[src/rtl/dump_sequencer_pkg.sv]
// Shared types for the receiver dump sequencer: one-hot phase encoding,
// the minimum off length, and the per-state registered output set.
package dump_sequencer_pkg;

  // Shortest legal low gap: CLR_A + at least one OFF cycle + CLR_B.
  localparam int unsigned MIN_OFF_LEN = 3;

  // One-hot phase encoding, shared with the top-level pulse-sequence FSM.
  typedef enum logic [5:0] {
    ST_IDLE  = 6'b000001,
    ST_ON    = 6'b000010,
    ST_CLR_A = 6'b000100,
    ST_OFF   = 6'b001000,
    ST_CLR_B = 6'b010000,
    ST_FIN   = 6'b100000
  } dump_state_e;

  // Outputs that are a pure function of the phase being entered.
  typedef struct packed {
    logic timer_start;
    logic dump_on;
    logic busy;
    logic done;
  } dump_out_t;

  // Output set for a phase; registered by the caller on entry to that phase.
  function automatic dump_out_t state_outputs(dump_state_e st);
    dump_out_t o;
    o             = '0;
    o.timer_start = (st == ST_ON) || (st == ST_OFF);
    o.dump_on     = (st == ST_ON);
    o.busy        = (st != ST_IDLE);
    o.done        = (st == ST_FIN);
    return o;
  endfunction

endpackage

[src/rtl/dump_len_cfg.sv]
// Dump phase length latch: captures on/off lengths on an accepted start,
// clamps them to their legal minimum and holds the terminal compare values
// on_last = on_len-1 and off_last = off_len-3 for the sequencer.
module dump_len_cfg
  import dump_sequencer_pkg::*;
#(
  parameter int unsigned CNT_W = 12
) (
  input  logic             clk_sys,
  input  logic             rst_n,
  input  logic             load,
  input  logic [CNT_W-1:0] cfg_on_len,
  input  logic [CNT_W-1:0] cfg_off_len,
  output logic [CNT_W-1:0] on_last,
  output logic [CNT_W-1:0] off_last
);

  // Clamped terminal counts are computed at load time so the compare path
  // in the sequencer sees plain registers.
  always_ff @(posedge clk_sys or negedge rst_n) begin
    if (!rst_n) begin
      on_last  <= '0;
      off_last <= '0;
    end else if (load) begin
      on_last  <= (cfg_on_len == '0) ? '0 : cfg_on_len - CNT_W'(1);
      off_last <= (cfg_off_len < CNT_W'(MIN_OFF_LEN)) ? '0
                : cfg_off_len - CNT_W'(MIN_OFF_LEN);
    end
  end

endmodule

[src/rtl/dump_sequencer.sv]
// Receiver dump sequencer: issues cfg_cycles dump pulses of on_len cycles
// separated by off_len low cycles, timed by the external dump_timer, then
// pulses done. Dropping state_start while busy aborts back to idle.
module dump_sequencer
  import dump_sequencer_pkg::*;
#(
  parameter int unsigned CNT_W = 12,
  parameter int unsigned NUM_W = 8
) (
  input  logic             clk_sys,
  input  logic             rst_n,
  input  logic             state_start,
  input  logic             start,
  input  logic [CNT_W-1:0] cfg_on_len,
  input  logic [CNT_W-1:0] cfg_off_len,
  input  logic [NUM_W-1:0] cfg_cycles,
  input  logic [CNT_W-1:0] count,
  output logic             timer_start,
  output logic             dump_on,
  output logic             busy,
  output logic             done,
  output logic             aborted,
  output logic [NUM_W-1:0] cycles_left
);

  dump_state_e      state_q;
  dump_state_e      state_d;
  logic [NUM_W-1:0] cycles_left_q;
  logic [NUM_W-1:0] cycles_left_d;
  logic             load_cfg;
  logic             abort_d;
  logic [CNT_W-1:0] on_last;
  logic [CNT_W-1:0] off_last;
  dump_out_t        out_q;
  logic             aborted_q;

  dump_len_cfg #(
    .CNT_W (CNT_W)
  ) u_len_cfg (
    .clk_sys     (clk_sys),
    .rst_n       (rst_n),
    .load        (load_cfg),
    .cfg_on_len  (cfg_on_len),
    .cfg_off_len (cfg_off_len),
    .on_last     (on_last),
    .off_last    (off_last)
  );

  // Next-phase and pulse-count logic; abort overrides every other transition.
  // count is compared directly in ON/OFF: the timer is held clear during the
  // IDLE/CLR_x cycle before each phase, so it reads 0 on the first cycle.
  always_comb begin
    state_d       = state_q;
    cycles_left_d = cycles_left_q;
    load_cfg      = 1'b0;
    abort_d       = 1'b0;
    case (state_q)
      ST_IDLE: begin
        if (start && state_start) begin
          load_cfg      = 1'b1;
          cycles_left_d = cfg_cycles;
          state_d       = (cfg_cycles == '0) ? ST_FIN : ST_ON;
        end
      end
      ST_ON: begin
        if (count == on_last) begin
          cycles_left_d = cycles_left_q - NUM_W'(1);
          state_d       = (cycles_left_q == NUM_W'(1)) ? ST_FIN : ST_CLR_A;
        end
      end
      ST_CLR_A: state_d = ST_OFF;
      ST_OFF: begin
        if (count == off_last) state_d = ST_CLR_B;
      end
      ST_CLR_B: state_d = ST_ON;
      ST_FIN:   state_d = ST_IDLE;
      default:  state_d = ST_IDLE;
    endcase
    // FIN already carries done and returns to IDLE anyway, so it never aborts.
    if ((state_q != ST_IDLE) && !state_start) begin
      state_d       = ST_IDLE;
      cycles_left_d = cycles_left_q;
      load_cfg      = 1'b0;
      abort_d       = (state_q != ST_FIN);
    end
  end

  // Phase register, pulse counter and outputs registered from the phase being entered.
  always_ff @(posedge clk_sys or negedge rst_n) begin
    if (!rst_n) begin
      state_q       <= ST_IDLE;
      cycles_left_q <= '0;
      out_q         <= '0;
      aborted_q     <= 1'b0;
    end else begin
      state_q       <= state_d;
      cycles_left_q <= cycles_left_d;
      out_q         <= state_outputs(state_d);
      aborted_q     <= abort_d;
    end
  end

  assign timer_start = out_q.timer_start;
  assign dump_on     = out_q.dump_on;
  assign busy        = out_q.busy;
  assign done        = out_q.done;
  assign aborted     = aborted_q;
  assign cycles_left = cycles_left_q;

endmodule

[config.mk]
export PLATFORM = sky130hd
export DESIGN_NAME = dump_sequencer
export DESIGN_NICKNAME = d
export VERILOG_FILES = /design/src/rtl/dump_sequencer_pkg.sv /design/src/rtl/dump_len_cfg.sv /design/src/rtl/dump_sequencer.sv
export SDC_FILE = /design/constraint.sdc
export NUM_CORES = 1
export LEC_CHECK = 0
export ABC_AREA = 0
export ABC_CLOCK_PERIOD_IN_PS = 2200
export BUFFER_PORTS_ARGS = -buffer_cell sky130_fd_sc_hd__buf_4
export CORE_UTILIZATION = 54
export CTS_CLUSTER_SIZE = 12
export DETAILED_ROUTE_END_ITERATION = 6
export PLACE_DENSITY = 0.79
export SYNTH_ARGS = -nofsm -noshare
export SYNTH_HDL_FRONTEND = slang
export SYNTH_SLANG_ARGS = --single-unit
[constraint.sdc]
create_clock -name clk_sys -period 2.2 [get_ports clk_sys]
set_clock_uncertainty 0.05 [all_clocks]
set_input_delay 0.11 -clock clk_sys [delete_from_list [all_inputs] [get_ports clk_sys]]
set_output_delay 0.11 -clock clk_sys [all_outputs]
set_load 0.01 [all_outputs]
==> results of run 1 <==
==> power by group <==
group	internal, mW	switching, mW	leakage [nW]	total (mW)
Clock	0.218	0.280	0.0477	0.498
Combinational	0.401	0.381	0.826	0.782
Sequential	0.987	0.186	0.531	1.17
Total	1.60	0.847	1.41	2.45
==> metrics by stage <==
step                cell area (um2)  hold slack, ps  cells  utilization [%]  total power, mW
global placement               3100            79.5    385             69.3             1.93
finish                         3220            1.40    396             72.0             2.45
floorplan                      2580            -236    275                -             1.62
CTS                            3210            1.04    396             71.8             2.46
global route                   3220            16.5    396             72.0             2.62
detailed placement             3100            87.2    385             69.3             1.96
==> worst paths after layout <==
path                                          endpoint  cells past startpoint  slack (ps)                 start
worst max-delay path             u_len_cfg.off_last[0]                      5         240            state_q[4]
worst min-delay path             u_len_cfg.off_last[0]                      2           1        cfg_off_len[0]
worst max register to register   u_len_cfg.off_last[0]                      5         240            state_q[4]
worst min register to register    u_len_cfg.on_last[5]                      2         460  u_len_cfg.on_last[5]
max in group asynchronous         u_len_cfg.on_last[4]                      2        1440                 rst_n
min in group asynchronous       u_len_cfg.off_last[10]                      2         270                 rst_n
==> Yosys cell counts, types with 2 or more instances <==
library cell | count | area (um2)
dfrtp_1 | 42 | 1050
xnor2_1 | 35 | 307
nand2_1 | 32 | 120
o21ai_0 | 28 | 140
nor2_1 | 17 | 63.8
nor3_1 | 12 | 60.1
nand4_1 | 11 | 68.8
inv_1 | 7 | 26.3
xor2_1 | 7 | 61.3
a21oi_1 | 6 | 30.0
nor4_1 | 6 | 37.5
nor2b_1 | 5 | 31.3
ha_1 | 4 | 50.1
nand3_1 | 4 | 20.0
nand4b_1 | 4 | 35.0
or4_1 | 4 | 30.0
a311oi_1 | 3 | 26.3
a31oi_1 | 3 | 18.8
and2_1 | 3 | 18.8
buf_2 | 3 | 15.0
clkbuf_1 | 3 | 11.3
nand3b_1 | 3 | 22.5
a211oi_1 | 2 | 15.0
a21o_1 | 2 | 15.0
and3b_1 | 2 | 17.5
and4b_1 | 2 | 20.0
mux2i_1 | 2 | 20.0
nor3b_1 | 2 | 15.0
==> final cells by class <==
class                      count  area [um2]
multi-input combinational    217        1440
fill                         350        1250
sequential                    43        1080
timing repair buffer          69         526
clock buffer                   5        68.8
tap                           52        65.1
inverter                       7        26.3
clock inverter                 3        15.0
==> sequential cells by signal, summed over array words and instances, names as in the netlist <==
signal	flops
aborted	1
busy	1
cycles_left	8
done	1
dump_on	1
state_q	6
timer_start	1
u_len_cfg.off_last	12
u_len_cfg.on_last	12
==> per-layer routing <==
metal	share of wire (%)	vias to the layer above
met5	0	-
met4	1.4	0
met3	3.2	8
met2	50	50
met1	46	1078
li1	-	1131
==> logic make-up after synthesis <==
logic type | count (synthesis) | share of synthesized area, %
and+or+nand+nor | 115 | 24.8
adders and majority gates | 4 | 1.94
AOI/OAI and AO/OA | 54 | 13.8
DFF | 43 | 41.7
muxes | 2 | 0.776
buffers and inverters | 15 | 2.67
xor gates and xnor gates | 42 | 14.3
==> critical path, stage by stage, from the launching register on <==
cell	delay, ps
dfrtp_1	460
nor3_1	330
nand4_1	450
buf_4	360
nand2_1	70
o21ai_0	90
==> repair_timing <==
| item | CTS | global route |
|---|---|---|
| gates resized for setup | 0 | 1 |
| endpoints found under the setup margin | 0 | 2 |
| hold endpoints to repair | 44 | 0 |
| hold buffers | 3 | 0 |
==> results.cfg, run 1 <==
[status]
outcome = finished clean

[drt]
drtPass1Iterations = 6
ant_nets = 0
vias = 2267
drcViolationCount = 0
detailedRoute.firstIterationViolations = 147
vias_per_cell = 5.72
detailed_route_wire_length_per_cell_um = 15.1
finalWirelength_um = 5980

[sta]
final.period_utilization_pct = 88.9
endpoints_failing_setup = 0
worst_tran_pin_value_ps = 555
setup_tns_ps = 0
max_slew_margin_pct = 62.8
timing.final.max_slew_violations = 0
rsz0062_at_grt = no
maxClockFrequency_mhz = 511
report.final.hold_viol_count = 0
layout_min_cycle_time_ps = 1960
setup_ws_ps = 243

[clock_network]
cts_setup_buffers = 0
h-tree-depth = 2
clkTransAtPathRegs_ps = 90
clock_path_buffers = 2
cts_tree = built
tritoncts.num_buffers = 5
clk_root_buffer_cell = clkbuf_8
clk_sink_count = 43
clkLatencyLatePin_ps = 310

[global_route]
grt-busiest-layer = met2
grt_max_degree = 44
global_route.usage.met2_pct = 43.9
global_route.overflow_total = 0
grt_util_met3_pct = 4.84
grt.total_usage_pct = 26.8
grt_util_met1_pct = 35.9
via_count_of_the_first_global_routing_pass = 2262
initial_antenna_violation_count = 0
grt_pass1_wl_um = 10500

[power_and_ir_drop]
vdd_drop_max_mv = 0.453
power_density_over_the_cells_nw_per_um2 = 761
static-leakage-power_nw = 1.41

[yosys]
synth.cell_area_um2 = 2580
synthesis.nets = 327
synthesis.area_per_instance_um2 = 9.39
yosys_warnings = 0
syn-instance-count = 275
synth-seq-cells = 43
number_of_synthesized_flops_with_an_enable_pin = 0
postSynth.topFlopCell = dfrtp_1
asyncSetResetFlopFracSynth_pct = 100
netlist-cell-type-count = 49
ys_seq_area_share_pct = 41.7

[die]
floorplan.initialDensity_pct = 57.7
num_io_pins = 61
chipHeight_um = 71.1
design.die.area_um2 = 5060
floorplan.die.width_um = 71.1
core_region_area_um2 = 4470
fp-row-count = 24

[setup_path]
worstSetupStartpointType = flip-flop
crit_fanout = 14
worst-setup-path-type = flip-flop to flip-flop
critical_path_endpoint_category = flip-flop
cp.arrival_ps = 2070
worst_ep_required_time_ps = 2320

[placement]
detailedPlacementHpwl_um = 4610
pre_cts_ws_ps = 111
gp_congestion = 0.890
place.port_buffers = 60

[worst_hold_path]
min_path_type = input port to flip-flop

[final_layout]
nets = 395
area_growth_syn_to_layout_pct = 24.8
layout_common_cells = buf_4, dfrtp_1, xnor2_1, nand2_1, o21ai_0
final_common_cell = buf_4
layout_cell_share_with_drive_strength_beyond_1_pct = 23.8
num_antenna_cells = 0

[flow_run]
timing.max_cap.violations = 0
No activity file was read; power rests on OpenSTA's default activity.
==> inputs of run 2 (changes only) <==
- ABC_AREA: 0 -> 1
- CORE_UTILIZATION: 54 -> 55
==> results.cfg, run 2 <==
[status]
outcome = finished clean

[drt]
finalWirelength_um = 6720
ant_nets = 0
drcViolationCount = 0
vias = 2673
detailedRoute.firstIterationViolations = 112
detailed_route_wire_length_per_cell_um = 12.9
drtPass1Iterations = 4
vias_per_cell = 5.12

[sta]
maxClockFrequency_mhz = 501
layout_min_cycle_time_ps = 1990
rsz0062_at_grt = no
report.final.hold_viol_count = 0
endpoints_failing_setup = 0
final.period_utilization_pct = 90.6
timing.final.max_slew_violations = 0
setup_tns_ps = 0
worst_tran_pin_value_ps = 559
max_slew_margin_pct = 62.8

[clock_network]
h-tree-depth = 2
tritoncts.num_buffers = 5
cts_setup_buffers = 0
cts_tree = built
post_cts_sizing = 0
clkTransAtPathRegs_ps = 80
clkLatencyLatePin_ps = 300
hold_buffers = 3
clock_path_buffers = 2
clk_sink_count = 43
clk_root_buffer_cell = clkbuf_8

[placement]
place.port_buffers = 60
detailedPlacementHpwl_um = 5210
gp_congestion = 0.845

[yosys]
synth_top_cell_by_area = dfrtp_1
number_of_synthesized_flops_with_an_enable_pin = 0
netlist-cell-type-count = 35
synth.top_cell.area_share_pct = 37.0
synthesis.nets = 440
post_synth_most_frequent_cells = nand2_1, inv_1, dfrtp_1, nor2_1, xor2_1
synth-seq-cells = 43
most_common_cell_in_the_netlist = nand2_1
synthesis.area_per_instance_um2 = 7.33
postSynth.topFlopCell = dfrtp_1
syn-instance-count = 388
synth_area_leaders = dfrtp_1, nand2_1, inv_1
asyncSetResetFlopFracSynth_pct = 100
yosys_warnings = 0
ys_seq_area_share_pct = 37.9
synth.cell_area_um2 = 2840

[die]
design.die.area_um2 = 5460
floorplan.die.width_um = 73.9
core_region_area_um2 = 4850
floorplan.initialDensity_pct = 58.7
fp-row-count = 25
num_io_pins = 61
chipHeight_um = 73.9

[flow_run]
timing.max_cap.violations = 0

[final_layout]
final_core_utilization_pct = 72.2
nets = 506
layout_common_cells = nand2_1, buf_4, inv_1, dfrtp_1, nor2_1
fillers = 425
final_common_cell = nand2_1
layout_cell_share_with_drive_strength_beyond_1_pct = 21.1
area_growth_syn_to_layout_pct = 23.1
num_antenna_cells = 0

[setup_path]
worstSetupStartpointType = input port
setup.reg_to_reg.worst_slack_ps = 390
worst-setup-path-type = input port to flip-flop
cp.arrival_ps = 2130
r2r-end = cycles_left[2]
reg2reg_from = state_q[2]
worst_ep_required_time_ps = 2330
critical_path_endpoint_category = flip-flop
crit_fanout = 12
crit_start = cfg_on_len[0]
path_depth_of_the_worst_reg2reg_path = 10

[global_route]
initial_antenna_violation_count = 0
grt_max_degree = 44
grt.total_usage_pct = 27.1
via_count_of_the_first_global_routing_pass = 2555
global_route.overflow_total = 0
grt_pass1_wl_um = 11300

[worst_hold_path]
min_path_type = input port to flip-flop
worst_hold_path.num_cells = 3
hp-start = cfg_on_len[10]
hold_path_end = u_len_cfg.on_last[10]

[power_and_ir_drop]
static-leakage-power_nw = 1.88
vdd_drop_max_mv = 0.618
power_density_over_the_cells_nw_per_um2 = 1040
-- run 2: cell count changes after synthesis, moves of 10 or more --
cell / before / now
nor2_1: 17 / 39
xor2_1: 7 / 18
o22ai_1: 0 / 11
o21ai_1: 0 / 16
nand2_1: 32 / 108
inv_1: 7 / 53
nand3_1: 4 / 14
xnor2_1: 35 / 15
o21ai_0: 28 / 4
-- run 2: per-layer routing --
layer	GRT usage, %	wire length, um
met2	48.2	3400
met3	4.12	197
met5	0	0
met1	33.8	3010
met4	7.91	101
-- run 2: worst max-delay path by stage --
stage	slack, ps	end	cells after the start
after floorplan	740	cycles_left[2]	11
after global placement	480	cycles_left[1]	8
after detailed placement	400	cycles_left[1]	10
after CTS	230	u_len_cfg.on_last[10]	11
after global routing	20	u_len_cfg.on_last[10]	11
final	210	u_len_cfg.on_last[10]	11
-- run 2: power breakdown --
part,leakage [nW],switching [mW],internal [mW]
clock,0.0612,0.268,0.367
sequential,0.543,0.267,1.12
combinational,1.28,0.928,0.696
total,1.88,1.46,2.18
-- run 2: per-stage QoR --
stage	cells	hold WS [ps]	instance area (um2)	power, mW	setup WS (ps)
global placement	511	81.4	3350	2.93	477
detailed placement	511	88.7	3350	2.99	398
CTS	522	21.3	3500	3.65	232
global route	522	37.9	3500	3.94	21.0
floorplan	388	-236	2840	2.49	739
finish	522	33.9	3500	3.65	206
-- run 2: cells by family after synthesis --
group                      Yosys count  share of synthesized area (%)
and+or+nand+nor                    194                           30.5
adders and majority gates            4                           1.76
xor gates and xnor gates            33                           10.2
muxes                                3                           1.06
DFF                                 43                           37.9
AOI/OAI and AO/OA                   45                           9.24
buffers and inverters               66                           9.37
-- run 2: area by class of cell --
cell class,count,area (um2),share of cell area (%)
multi-input cells,279,1500,42.9
well taps,67,83.8,2.40
flip-flops and latches,43,1080,30.8
inverters,60,225,6.44
repair buffers,65,495,14.2
clock buffers,6,82.6,2.36
clock inverters,2,35.0,1.00
-- run 2: worst max-delay path, cell delays in order --
cell and delay [ps]:
dlygate4sd3_1 530, buf_4 140, inv_1 60, ha_1 200
nand4_1 160, nor2_1 230, nand3_1 100, nand2_1 350
a21oi_1 80, o21ai_1 100, nand2_1 60
==> inputs of run 3 (changes only) <==
- ABC_CLOCK_PERIOD_IN_PS: 2200 -> 2430
- CORE_UTILIZATION: 55 -> 57
- PLACE_DENSITY: 0.79 -> 0.82
- clock period: 2.2 -> 2.43 ns (I/O delays scaled with it)
==> results.cfg, run 3 (same netlist as run 2, synthesis figures left out) <==
[status]
outcome = finished clean

[final_layout]
fillers = 399
final_core_utilization_pct = 73.1
layout.cell_area.non_filler_um2 = 3480
layout_common_cells = nand2_1, buf_4, inv_1, dfrtp_1, nor2_1
num_antenna_cells = 0
area_growth_syn_to_layout_pct = 22.3
nets = 506
layout.cells.non_filler = 522
final_common_cell = nand2_1
layout_cell_share_with_drive_strength_beyond_1_pct = 20.9

[power_and_ir_drop]
cellInternalPower_mw = 1.85
power.clock.fraction_pct = 15.1
power.net_switching_mw = 1.33
static-leakage-power_nw = 1.86
seq_power_share_pct = 39.4
vdd_drop_max_mv = 0.598
power_density_over_the_cells_nw_per_um2 = 914
combinationalPowerShare_pct = 45.5
netSwitchingFraction_pct = 41.9
fin_total_pwr_mw = 3.18

[drt]
finalWirelength_um = 6580
vias_per_cell = 5.00
detailed_route_wire_length_per_cell_um = 12.6
drcViolationCount = 0
drtPass1Iterations = 4
vias = 2610
ant_nets = 0
detailedRoute.firstIterationViolations = 175

[clock_network]
clkTransAtPathRegs_ps = 80
h-tree-depth = 2
clk_root_buffer_cell = clkbuf_8
post_cts_sizing = 0
hold_buffers = 4
clkLatencyLatePin_ps = 310
clock_path_buffers = 2
cts_tree = built
tritoncts.num_buffers = 5
cts_setup_buffers = 0
clk_sink_count = 43

[placement]
detailedPlacementHpwl_um = 5170
pre_cts_ws_ps = 618
place.port_buffers = 60
place.detailed.instances = 510
postPlaceCellArea_um2 = 3340
gp_congestion = 0.900

[setup_path]
critical-path-top-cell-by-count = nand2_1
cp.arrival_ps = 2100
reg2reg_from = state_q[4]
critical_path.max_stage_delay_ps = 540
crit_path_top_delay_cell = dlygate4sd3_1
critical_path_endpoint_category = flip-flop
cp_top_family = simple AND/OR/NAND/NOR gates
crit_start = cfg_on_len[0]
worst_ep_required_time_ps = 2580
crit_fanout = 12
r2r-end = cycles_left[1]
setup.reg_to_reg.worst_slack_ps = 600
worst-setup-path-type = input port to flip-flop
worstSetupStartpointType = input port
crit_chain = dlygate4sd3_1 > buf_4 > inv_1 > ha_1 > nand4_1 > nor2_1 > nand3_1 > nand2_1 > a21oi_1 > o21ai_1 > nand2_1
timing.critical_path.buf_inv = 3
path_depth_of_the_worst_reg2reg_path = 7

[sta]
fin_hold_ws_ps = 45.7
layout_min_cycle_time_ps = 1950
max_slew_margin_pct = 63.4
maxClockFrequency_mhz = 513
setup_tns_ps = 0
endpoints_failing_setup = 0
setup_ws_ps = 480
report.final.hold_viol_count = 0
rsz0062_at_grt = no
final.period_utilization_pct = 80.2
timing.final.max_slew_violations = 0
worst_tran_pin_value_ps = 549

[global_route]
via_count_of_the_first_global_routing_pass = 2429
grt.total_usage_pct = 26.8
initial_antenna_violation_count = 0
grt_max_degree = 44
grt_pass1_wl_um = 10800
global_route.overflow_total = 0

[worst_hold_path]
worst_hold_path.num_cells = 3
hp-start = cfg_off_len[11]
hold_path_end = u_len_cfg.off_last[11]
min_path_type = input port to flip-flop

[die]
design.die.area_um2 = 5280
floorplan.initialDensity_pct = 59.8
chipHeight_um = 72.6
fp-row-count = 25
core_region_area_um2 = 4750
num_io_pins = 61
floorplan.die.width_um = 72.6

[flow_run]
timing.max_cap.violations = 0
==> run 3: cell types whose count changed in the layout (fill, tap and decap cells not counted) <==
cell / before / now
clkinvlp_4: 0 / 2
dlygate4sd3_1: 3 / 4
bufinv_16: 1 / 0
clkinv_2: 1 / 0
buf_4: 62 / 61
clkbuf_8: 6 / 5
inv_6: 0 / 1
==> run 3: worst max-delay path by stage <==
stage	endpoint	slack (ps)	cells past startpoint
final	u_len_cfg.on_last[10]	480	11
after floorplan	cycles_left[2]	970	11
after CTS	u_len_cfg.on_last[10]	490	11
after global placement	cycles_left[2]	700	8
after detailed placement	cycles_left[1]	620	8
after global routing	u_len_cfg.on_last[10]	330	11
==> run 3: area by class of cell <==
cell class	count	area [um2]	share of cell area, %
multi-input combinational	279	1500	43.1
tap	67	83.8	2.41
clock inverter	3	23.8	0.684
sequential	43	1080	31.0
inverter	60	225	6.48
clock buffer	5	68.8	1.98
timing repair buffer	65	498	14.3
==> run 3: routing by layer <==
layer	track usage (%)	up-vias	wire [um]
met3	4.97	11	332
li1	-	1352	-
met5	0	-	0
met2	44.7	76	3160
met1	35.3	1171	2990
met4	8.71	0	95
==> run 3: power by group through the flow <==
stage | registers, mW | clock network (mW) | logic (mW)
CTS | 1.25 | 0.488 | 1.45
detailed placement | 1.26 | 0 | 1.44
floorplan | 1.25 | 0 | 1.01
finish | 1.25 | 0.479 | 1.45
global placement | 1.25 | 0 | 1.39
global route | 1.29 | 0.513 | 1.64
==> run 3: worst reg2reg max path, delay by kind of cell, from the launching register on <==
family / cells / cell delay, ps
simple gates: 5 / 950
flops: 1 / 430
buf+inv: 1 / 270
compound gates: 1 / 70
